$ cat config.mk
export PLATFORM = sky130hd
export DESIGN_NAME = pinky_regfile_sb
export DESIGN_NICKNAME = d
export VERILOG_FILES = /design/src/rtl/pinky_pkg.sv /design/src/rtl/pinky_scoreboard.sv /design/src/rtl/pinky_regfile_sb.sv
export SDC_FILE = /design/constraint.sdc
export NUM_CORES = 1
export LEC_CHECK = 0
export BUFFER_PORTS_ARGS = -buffer_cell sky130_fd_sc_hd__buf_2
export CAP_MARGIN = 20
export CORE_AREA = 2 2 240 124
export DETAILED_ROUTE_END_ITERATION = 7
export DIE_AREA = 0 0 242 126
export PLACE_DENSITY = 0.82
export RECOVER_POWER = 25
export SYNTH_ARGS = -nofsm -noshare
export SYNTH_HDL_FRONTEND = slang
export SYNTH_HIERARCHICAL = 1
export SYNTH_SLANG_ARGS = --single-unit
$ cat constraint.sdc
create_clock -name i_clk -period 2.3 [get_ports i_clk]
set_input_delay 0.115 -clock i_clk [delete_from_list [all_inputs] [get_ports i_clk]]
set_output_delay 0.115 -clock i_clk [all_outputs]
set_load 0.005 [all_outputs]
$ cat src/rtl/pinky_pkg.sv
// Shared PinKY definitions: word width, opcodes, condition codes and the
// source/destination usage decode that drives the scoreboard inputs.
package pinky_pkg;

  localparam int WORD        = 16;
  localparam int PC_IDX_DFLT = 15;

  typedef enum logic [3:0] {
    OP_MOV = 4'h0,
    OP_ADD = 4'h1,
    OP_SUB = 4'h2,
    OP_CMP = 4'h3,
    OP_LDR = 4'h4,
    OP_STR = 4'h5,
    OP_B   = 4'h6,
    OP_NOP = 4'hF
  } opcode_e;

  typedef enum logic [1:0] {
    CC_AL = 2'b00,
    CC_S  = 2'b01,
    CC_EQ = 2'b10,
    CC_NE = 2'b11
  } cc_e;

  typedef struct packed {
    logic rd_a_use;
    logic rd_b_use;
    logic iss_wr;
  } op_use_t;

  // Rd is read as an operand by ALU ops and STR; CMP only produces flags.
  function automatic op_use_t decode_use(input opcode_e op);
    op_use_t u;
    u = '0;
    case (op)
      OP_MOV:               u = '{rd_a_use: 1'b0, rd_b_use: 1'b1, iss_wr: 1'b1};
      OP_ADD, OP_SUB:       u = '{rd_a_use: 1'b1, rd_b_use: 1'b1, iss_wr: 1'b1};
      OP_CMP:               u = '{rd_a_use: 1'b1, rd_b_use: 1'b1, iss_wr: 1'b0};
      OP_LDR:               u = '{rd_a_use: 1'b0, rd_b_use: 1'b1, iss_wr: 1'b1};
      OP_STR:               u = '{rd_a_use: 1'b1, rd_b_use: 1'b1, iss_wr: 1'b0};
      OP_B:                 u = '{rd_a_use: 1'b0, rd_b_use: 1'b1, iss_wr: 1'b0};
      default:              u = '0;
    endcase
    return u;
  endfunction

endpackage

$ cat src/rtl/pinky_scoreboard.sv
// Per-register busy tracking, issue stall generation and the sticky
// write-back-to-idle-register error flag.
module pinky_scoreboard
  import pinky_pkg::*;
#(
  parameter int NREGS  = 16,
  parameter int AW     = $clog2(NREGS),
  parameter int PC_IDX = NREGS - 1
) (
  input  logic             i_clk,
  input  logic             i_rst_n,
  input  logic [AW-1:0]    i_rd_a_addr,
  input  logic             i_rd_a_use,
  input  logic [AW-1:0]    i_rd_b_addr,
  input  logic             i_rd_b_use,
  input  logic             i_iss_valid,
  input  logic             i_iss_wr,
  input  logic [AW-1:0]    i_iss_dest,
  input  logic             i_wb_en,
  input  logic [AW-1:0]    i_wb_addr,
  output logic             o_stall,
  output logic [NREGS-1:0] o_busy_vec,
  output logic             o_sb_err
);

  localparam logic [AW-1:0] PC_A = AW'(PC_IDX);

  logic [NREGS-1:0] r_busy;
  logic [NREGS-1:0] w_busy_nxt;
  logic             r_sb_err;
  logic             w_haz_a;
  logic             w_haz_b;
  logic             w_haz_d;
  logic             w_issue;

  // A write-back landing this cycle already resolves the hazard.
  function automatic logic eff_busy(input logic [AW-1:0] r);
    return r_busy[r] && !(i_wb_en && (i_wb_addr == r));
  endfunction

  always_comb begin
    w_haz_a = i_rd_a_use && (i_rd_a_addr != PC_A) && eff_busy(i_rd_a_addr);
    w_haz_b = i_rd_b_use && (i_rd_b_addr != PC_A) && eff_busy(i_rd_b_addr);
    w_haz_d = i_iss_wr && eff_busy(i_iss_dest);
    o_stall = i_rst_n && i_iss_valid && (w_haz_a || w_haz_b || w_haz_d);
    w_issue = i_iss_valid && !o_stall && i_iss_wr;
  end

  // Clear first, then set, so a new writer issued on the same edge owns the register.
  always_comb begin
    w_busy_nxt = r_busy;
    if (i_wb_en) w_busy_nxt[i_wb_addr] = 1'b0;
    if (w_issue) w_busy_nxt[i_iss_dest] = 1'b1;
  end

  always_ff @(posedge i_clk or negedge i_rst_n) begin
    if (!i_rst_n) begin
      r_busy   <= '0;
      r_sb_err <= 1'b0;
    end else begin
      r_busy <= w_busy_nxt;
      if (i_wb_en && !r_busy[i_wb_addr]) r_sb_err <= 1'b1;
    end
  end

  assign o_busy_vec = r_busy;
  assign o_sb_err   = r_sb_err;

endmodule

$ cat src/rtl/pinky_regfile_sb.sv
// PinKY register file: storage, bypassed read ports, Z flag, PC write strobe,
// with the issue scoreboard instantiated alongside.
module pinky_regfile_sb
  import pinky_pkg::*;
#(
  parameter int WIDTH  = WORD,
  parameter int NREGS  = 16,
  parameter int AW     = $clog2(NREGS),
  parameter int PC_IDX = NREGS - 1
) (
  input  logic             i_clk,
  input  logic             i_rst_n,
  input  logic [AW-1:0]    i_rd_a_addr,
  input  logic             i_rd_a_use,
  output logic [WIDTH-1:0] o_rd_a_data,
  input  logic [AW-1:0]    i_rd_b_addr,
  input  logic             i_rd_b_use,
  output logic [WIDTH-1:0] o_rd_b_data,
  input  logic             i_iss_valid,
  input  logic             i_iss_wr,
  input  logic [AW-1:0]    i_iss_dest,
  output logic             o_stall,
  input  logic             i_wb_en,
  input  logic [AW-1:0]    i_wb_addr,
  input  logic [WIDTH-1:0] i_wb_data,
  input  logic             i_wb_setcc,
  input  logic [WIDTH-1:0] i_pc_in,
  output logic             o_pc_wr,
  output logic [WIDTH-1:0] o_pc_wr_data,
  output logic             o_z,
  output logic [NREGS-1:0] o_busy_vec,
  output logic             o_sb_err
);

  localparam logic [AW-1:0] PC_A = AW'(PC_IDX);

  logic [WIDTH-1:0] r_regs [NREGS];
  logic             r_z;
  logic             r_pc_wr;
  logic [WIDTH-1:0] r_pc_wr_data;
  logic             w_wb_pc;

  function automatic logic [WIDTH-1:0] rd_mux(input logic [AW-1:0] a);
    if (a == PC_A)                      return i_pc_in;
    else if (i_wb_en && i_wb_addr == a) return i_wb_data;
    else                                return r_regs[a];
  endfunction

  assign o_rd_a_data = rd_mux(i_rd_a_addr);
  assign o_rd_b_data = rd_mux(i_rd_b_addr);
  assign w_wb_pc     = i_wb_en && (i_wb_addr == PC_A);

  // The PC slot has no storage of its own; writes to it only raise the strobe.
  always_ff @(posedge i_clk or negedge i_rst_n) begin
    if (!i_rst_n) begin
      for (int i = 0; i < NREGS; i++) r_regs[i] <= '0;
      r_z          <= 1'b0;
      r_pc_wr      <= 1'b0;
      r_pc_wr_data <= '0;
    end else begin
      if (i_wb_en && !w_wb_pc) r_regs[i_wb_addr] <= i_wb_data;
      if (i_wb_en && i_wb_setcc) r_z <= (i_wb_data == '0);
      r_pc_wr <= w_wb_pc;
      if (w_wb_pc) r_pc_wr_data <= i_wb_data;
    end
  end

  assign o_z          = r_z;
  assign o_pc_wr      = r_pc_wr;
  assign o_pc_wr_data = r_pc_wr_data;

  pinky_scoreboard #(
    .NREGS  (NREGS),
    .AW     (AW),
    .PC_IDX (PC_IDX)
  ) u_sb (
    .i_clk       (i_clk),
    .i_rst_n     (i_rst_n),
    .i_rd_a_addr (i_rd_a_addr),
    .i_rd_a_use  (i_rd_a_use),
    .i_rd_b_addr (i_rd_b_addr),
    .i_rd_b_use  (i_rd_b_use),
    .i_iss_valid (i_iss_valid),
    .i_iss_wr    (i_iss_wr),
    .i_iss_dest  (i_iss_dest),
    .i_wb_en     (i_wb_en),
    .i_wb_addr   (i_wb_addr),
    .o_stall     (o_stall),
    .o_busy_vec  (o_busy_vec),
    .o_sb_err    (o_sb_err)
  );

endmodule

==> out/qor.csv <==
stage,metric,value,unit
grt,met1 track utilization from global routing,48.97,%
sta,worst-case headroom to the max-slew limit,6.094,%
grt,met2 Usage GRT,49.49,%
outcome,outcome,"complete, but fails checks",
cts,deepest clock path buffer count,3,
grt,sum of overflow across all layers after global routing,0,
setup_path,kind of end point of the critical path,output pin,
pwr,Static Leakage,8.499,nW
logic_synthesis,Synth cell types,56,
routing,Initial DRC Count,1724,
grt,number of antenna violations at the first check in global routing,1,
logic_synthesis,post-synth top area cell,sky130_fd_sc_hd__dfrtp_1,
logic_synthesis,part of the Yosys area used for sequential elements,43.36,%
sta,Final TNS setup,-0.1950,ns
cells_and_area,Area Overhead vs Synth,13.64,%
setup_path,required time at the worst-slack endpoint,2.18,ns
cells_and_area,Non-Filler Instances,1882,
routing,remaining number of nets flagged by the antenna check after routing,0,
placed_design,cell count after placement,1821,
cells_and_area,area of all placed cells without fillers,19090,um2
cts,number of buffers added by the clock tree synthesis step,26,
sta,Hold Fails Final Rpt,0,
die,die width,242,um
die,area enclosed by the die boundary,30490,um2
grt,met3 usage in global routing,12.23,%
grt,most utilized layer in the global route result,met2,
sta,"Slew Viols, Final",0,
logic_synthesis,dominant register cell in the synthesized netlist,sky130_fd_sc_hd__dfrtp_1,
routing,detailed-route wire length per cell,27.90,um
grt,via count of the first global-routing pass,13500,
sta,Worst Clk Skew,0.01135,ns
logic_synthesis,fraction of synthesized cell area taken by the top area cell type,43.36,%
logic_synthesis,"Net Count, Synth",1438,
setup_path,Critical Path Start Type,flop,
worst_hold_path,Worst Hold Class,in -> async,
cells_and_area,fraction of final layout cells sized beyond drive strength 1,39.91,%
sta,setup violation total in the final timing report,1,
routing,post-detailed-routing wire length,52510,um
cts,clock sinks,291,
sta,Post-Route Hold Slack,0.02814,ns
placed_design,placement-stage cell area,18000,um2
routing,total DRC errors in the routed layout,0,
setup_path,Worst EP arrival,2.38,ns
cts,clock transition time at the flip-flop clock pins of the worst setup and hold paths,0.07,ns
logic_synthesis,post-synthesis instance area,16800,um2
logic_synthesis,top post-synthesis cells by area,"sky130_fd_sc_hd__dfrtp_1 43%, sky130_fd_sc_hd__mux2_2 16%, sky130_fd_sc_hd__mux2i_1 11%",
sta,Final Worst Setup Slack,-0.1950,ns
logic_synthesis,number of enable flip-flop cells after synthesis,0,
logic_synthesis,Commonest cells post-synth,"291 x sky130_fd_sc_hd__dfrtp_1, 237 x sky130_fd_sc_hd__mux2_2, 185 x sky130_fd_sc_hd__mux2i_1",
sta,post-route minimum period,2.495,ns
sta,setup repair after global routing missed its margin,yes,
pwr,VDD IR max,0.5467,mV
cells_and_area,total of fill cells in the finished design,2056,
setup_path,critical path peak fanout,6,
grt,pin count of the biggest net entering global routing,123,
cts,insertion delay to the later sink of the worst-skew pair,0.56,ns
routing,routed vias/inst,6.934,
routing,number of optimization iterations in the first detailed-route pass,5,
outcome,violated checks,negative setup slack,
setup_path,reg-to-reg setup timing slack,0.03,ns
logic_synthesis,#FFs+latches synth,291,
setup_path,critical register-to-register path endpoint,u_sb/o_busy_vec[0]$_DFF_PN0_,
die,Cell Rows,44,
sta,Max Freq,400.8,MHz
sta,final clock period utilization by the worst path,108.5,%
setup_path,critical path type,reg -> out,
die,height of the die,126,um
pwr,Power Density,838.6,nW/um2
cts,clock root cell,sky130_fd_sc_hd__clkbuf_16,
logic_synthesis,proportion of synthesized flip-flops having asynchronous set or reset,100.0,%
placed_design,placed wire-length estimate,34480,um
sta,pin slew with the least headroom to its limit,1.409,ns
cts,TritonCTS clock tree,done,
cts,maximum level of the CTS H-tree,1,
setup_path,number of cells on the worst reg-to-reg path,6,
setup_path,launching point of the worst reg2reg path,u_sb/o_busy_vec[9]$_DFF_PN0_,
placed_design,gpl congestion,1.017,
logic_synthesis,cell with the most instances after synthesis,sky130_fd_sc_hd__dfrtp_1,
logic_synthesis,mean post-synth cell area,12.15,um2
logic_synthesis,number of cells produced by synthesis,1382,
cells_and_area,total area of multi-input combinational cells,8785,um2
grt,first-pass GRT wire length,80320,um
grt,gr usage total,34.34,%
cells_and_area,register area,7292,um2
placed_design,number of port buffers,123,
die,I/O pin count,124,
cells_and_area,final-stage net count,1527,
cells_and_area,number of antenna diodes,0,
logic_synthesis,warning count from the yosys run,6,
routing,total via count in the routed design,13050,
die,area of the core,28410,um2
die,effective utilization at floorplan,59.13,%
flow_run,maximum capacitance violations,0,
==> worst max path at each step <==
stage	cells past startpoint	startpoint	endpoint	slack, ns
5_1_grt	7	u_sb/o_busy_vec[5]$_DFF_PN0_	o_stall	-0.23
2_1_floorplan	7	u_sb/o_busy_vec[3]$_DFF_PN0_	u_sb/o_busy_vec[0]$_DFF_PN0_	0.33
4_1_cts	7	u_sb/o_busy_vec[3]$_DFF_PN0_	o_stall	-0.23
6_report	6	u_sb/o_busy_vec[9]$_DFF_PN0_	o_stall	-0.20
3_5_place_dp	6	u_sb/o_busy_vec[13]$_DFF_PN0_	u_sb/o_busy_vec[11]$_DFF_PN0_	0.10
3_3_place_gp	6	u_sb/o_busy_vec[13]$_DFF_PN0_	u_sb/o_busy_vec[11]$_DFF_PN0_	0.14
==> cells in the final DEF (no fill, tap or decap), drive strengths merged, types with 2 or more instances in the layout <==
cell	count
mux4	54
dfrtp	291
o211a	4
xor2	13
nor4	4
and2	2
xnor2	7
o22ai	60
inv	2
a21oi	4
dlygate4sd3	7
nand3b	10
or3b	2
nand2	47
a2bb2oi	2
o21ai	99
a31oi	2
nand4	2
nor3	7
nor2	44
mux2i	185
nand2b	10
clkinvlp	2
o221ai	2
and3	30
buf	203
or3	3
clkinv	6
a221oi	28
nor2b	5
o31ai	8
o41ai	18
mux2	257
bufinv	3
clkbuf	43
nand3	17
==> power breakdown <==
group | internal (W) | switching (W)
registers | 0.00624 | 0.000981
logic | 0.00220 | 0.00180
clock network | 0.00272 | 0.00207
==> per-layer routing <==
| layer | wire length [um] | share of wire [%] |
|---|---|---|
| met1 | 21500 | 41 |
| met2 | 22620 | 43 |
| met3 | 7034 | 13 |
| met4 | 1358 | 2.6 |
| met5 | 0 | 0 |
==> kinds of logic after synthesis <==
| kind of cell | count (synthesis) | synth area share (%) |
|---|---|---|
| DFF | 291 | 43.36 |
| xor gates and xnor gates | 20 | 1.043 |
| AOI/OAI and AO/OA | 234 | 9.394 |
| muxes | 496 | 35.74 |
| buffers and inverters | 157 | 4.812 |
| and+or+nand+nor | 184 | 5.654 |
==> stage by stage <==
| stage | power, W | util (%) | setup WS [ns] |
|---|---|---|---|
| 2_1_floorplan | 0.009652 | - | 0.3264 |
| 3_3_place_gp | 0.01080 | 63.37 | 0.1400 |
| 3_5_place_dp | 0.01104 | 63.37 | 0.1023 |
| 4_1_cts | 0.01589 | 67.00 | -0.2349 |
| 5_1_grt | 0.01662 | 67.19 | -0.2333 |
| 6_report | 0.01601 | 67.19 | -0.1950 |
==> worst max-delay path, cell delays in order (launching register included) <==
cell and delay, ns:
sky130_fd_sc_hd__dfrtp_2 0.46, sky130_fd_sc_hd__mux4_1 0.53, sky130_fd_sc_hd__nand2_2 0.14, sky130_fd_sc_hd__nand3_1 0.10
sky130_fd_sc_hd__a22o_2 0.29, sky130_fd_sc_hd__o21a_1 0.18, sky130_fd_sc_hd__buf_2 0.12
==> layout make-up <==
type,instances,area share (%)
inverter,1,0.01967
multi-input combinational,934,46.02
timing repair buffer,217,8.332
sequential,291,38.20
tap,391,2.563
clock buffer,36,4.084
clock inverter,12,0.7735
==> sequential cells by signal (all words and copies together) (netlist names) <==
| signal | count |
|---|---|
| u_sb/o_sb_err | 1 |
| o_pc_wr | 1 |
| o_z | 1 |
| o_pc_wr_data | 16 |
| u_sb/o_busy_vec | 16 |
| r_regs | 256 |
==> timing repair <==
| action | in CTS | in global routing |
|---|---|---|
| setup buffers | 3 | 4 |
| hold buffers | 7 | 0 |
| setup endpoints to repair | 2 | 29 |
| resized for setup | 10 | 26 |
| hold endpoints to repair | 240 | 0 |
| pin swaps | 1 | 3 |
Note: power is estimated with default switching activity, not from simulation.
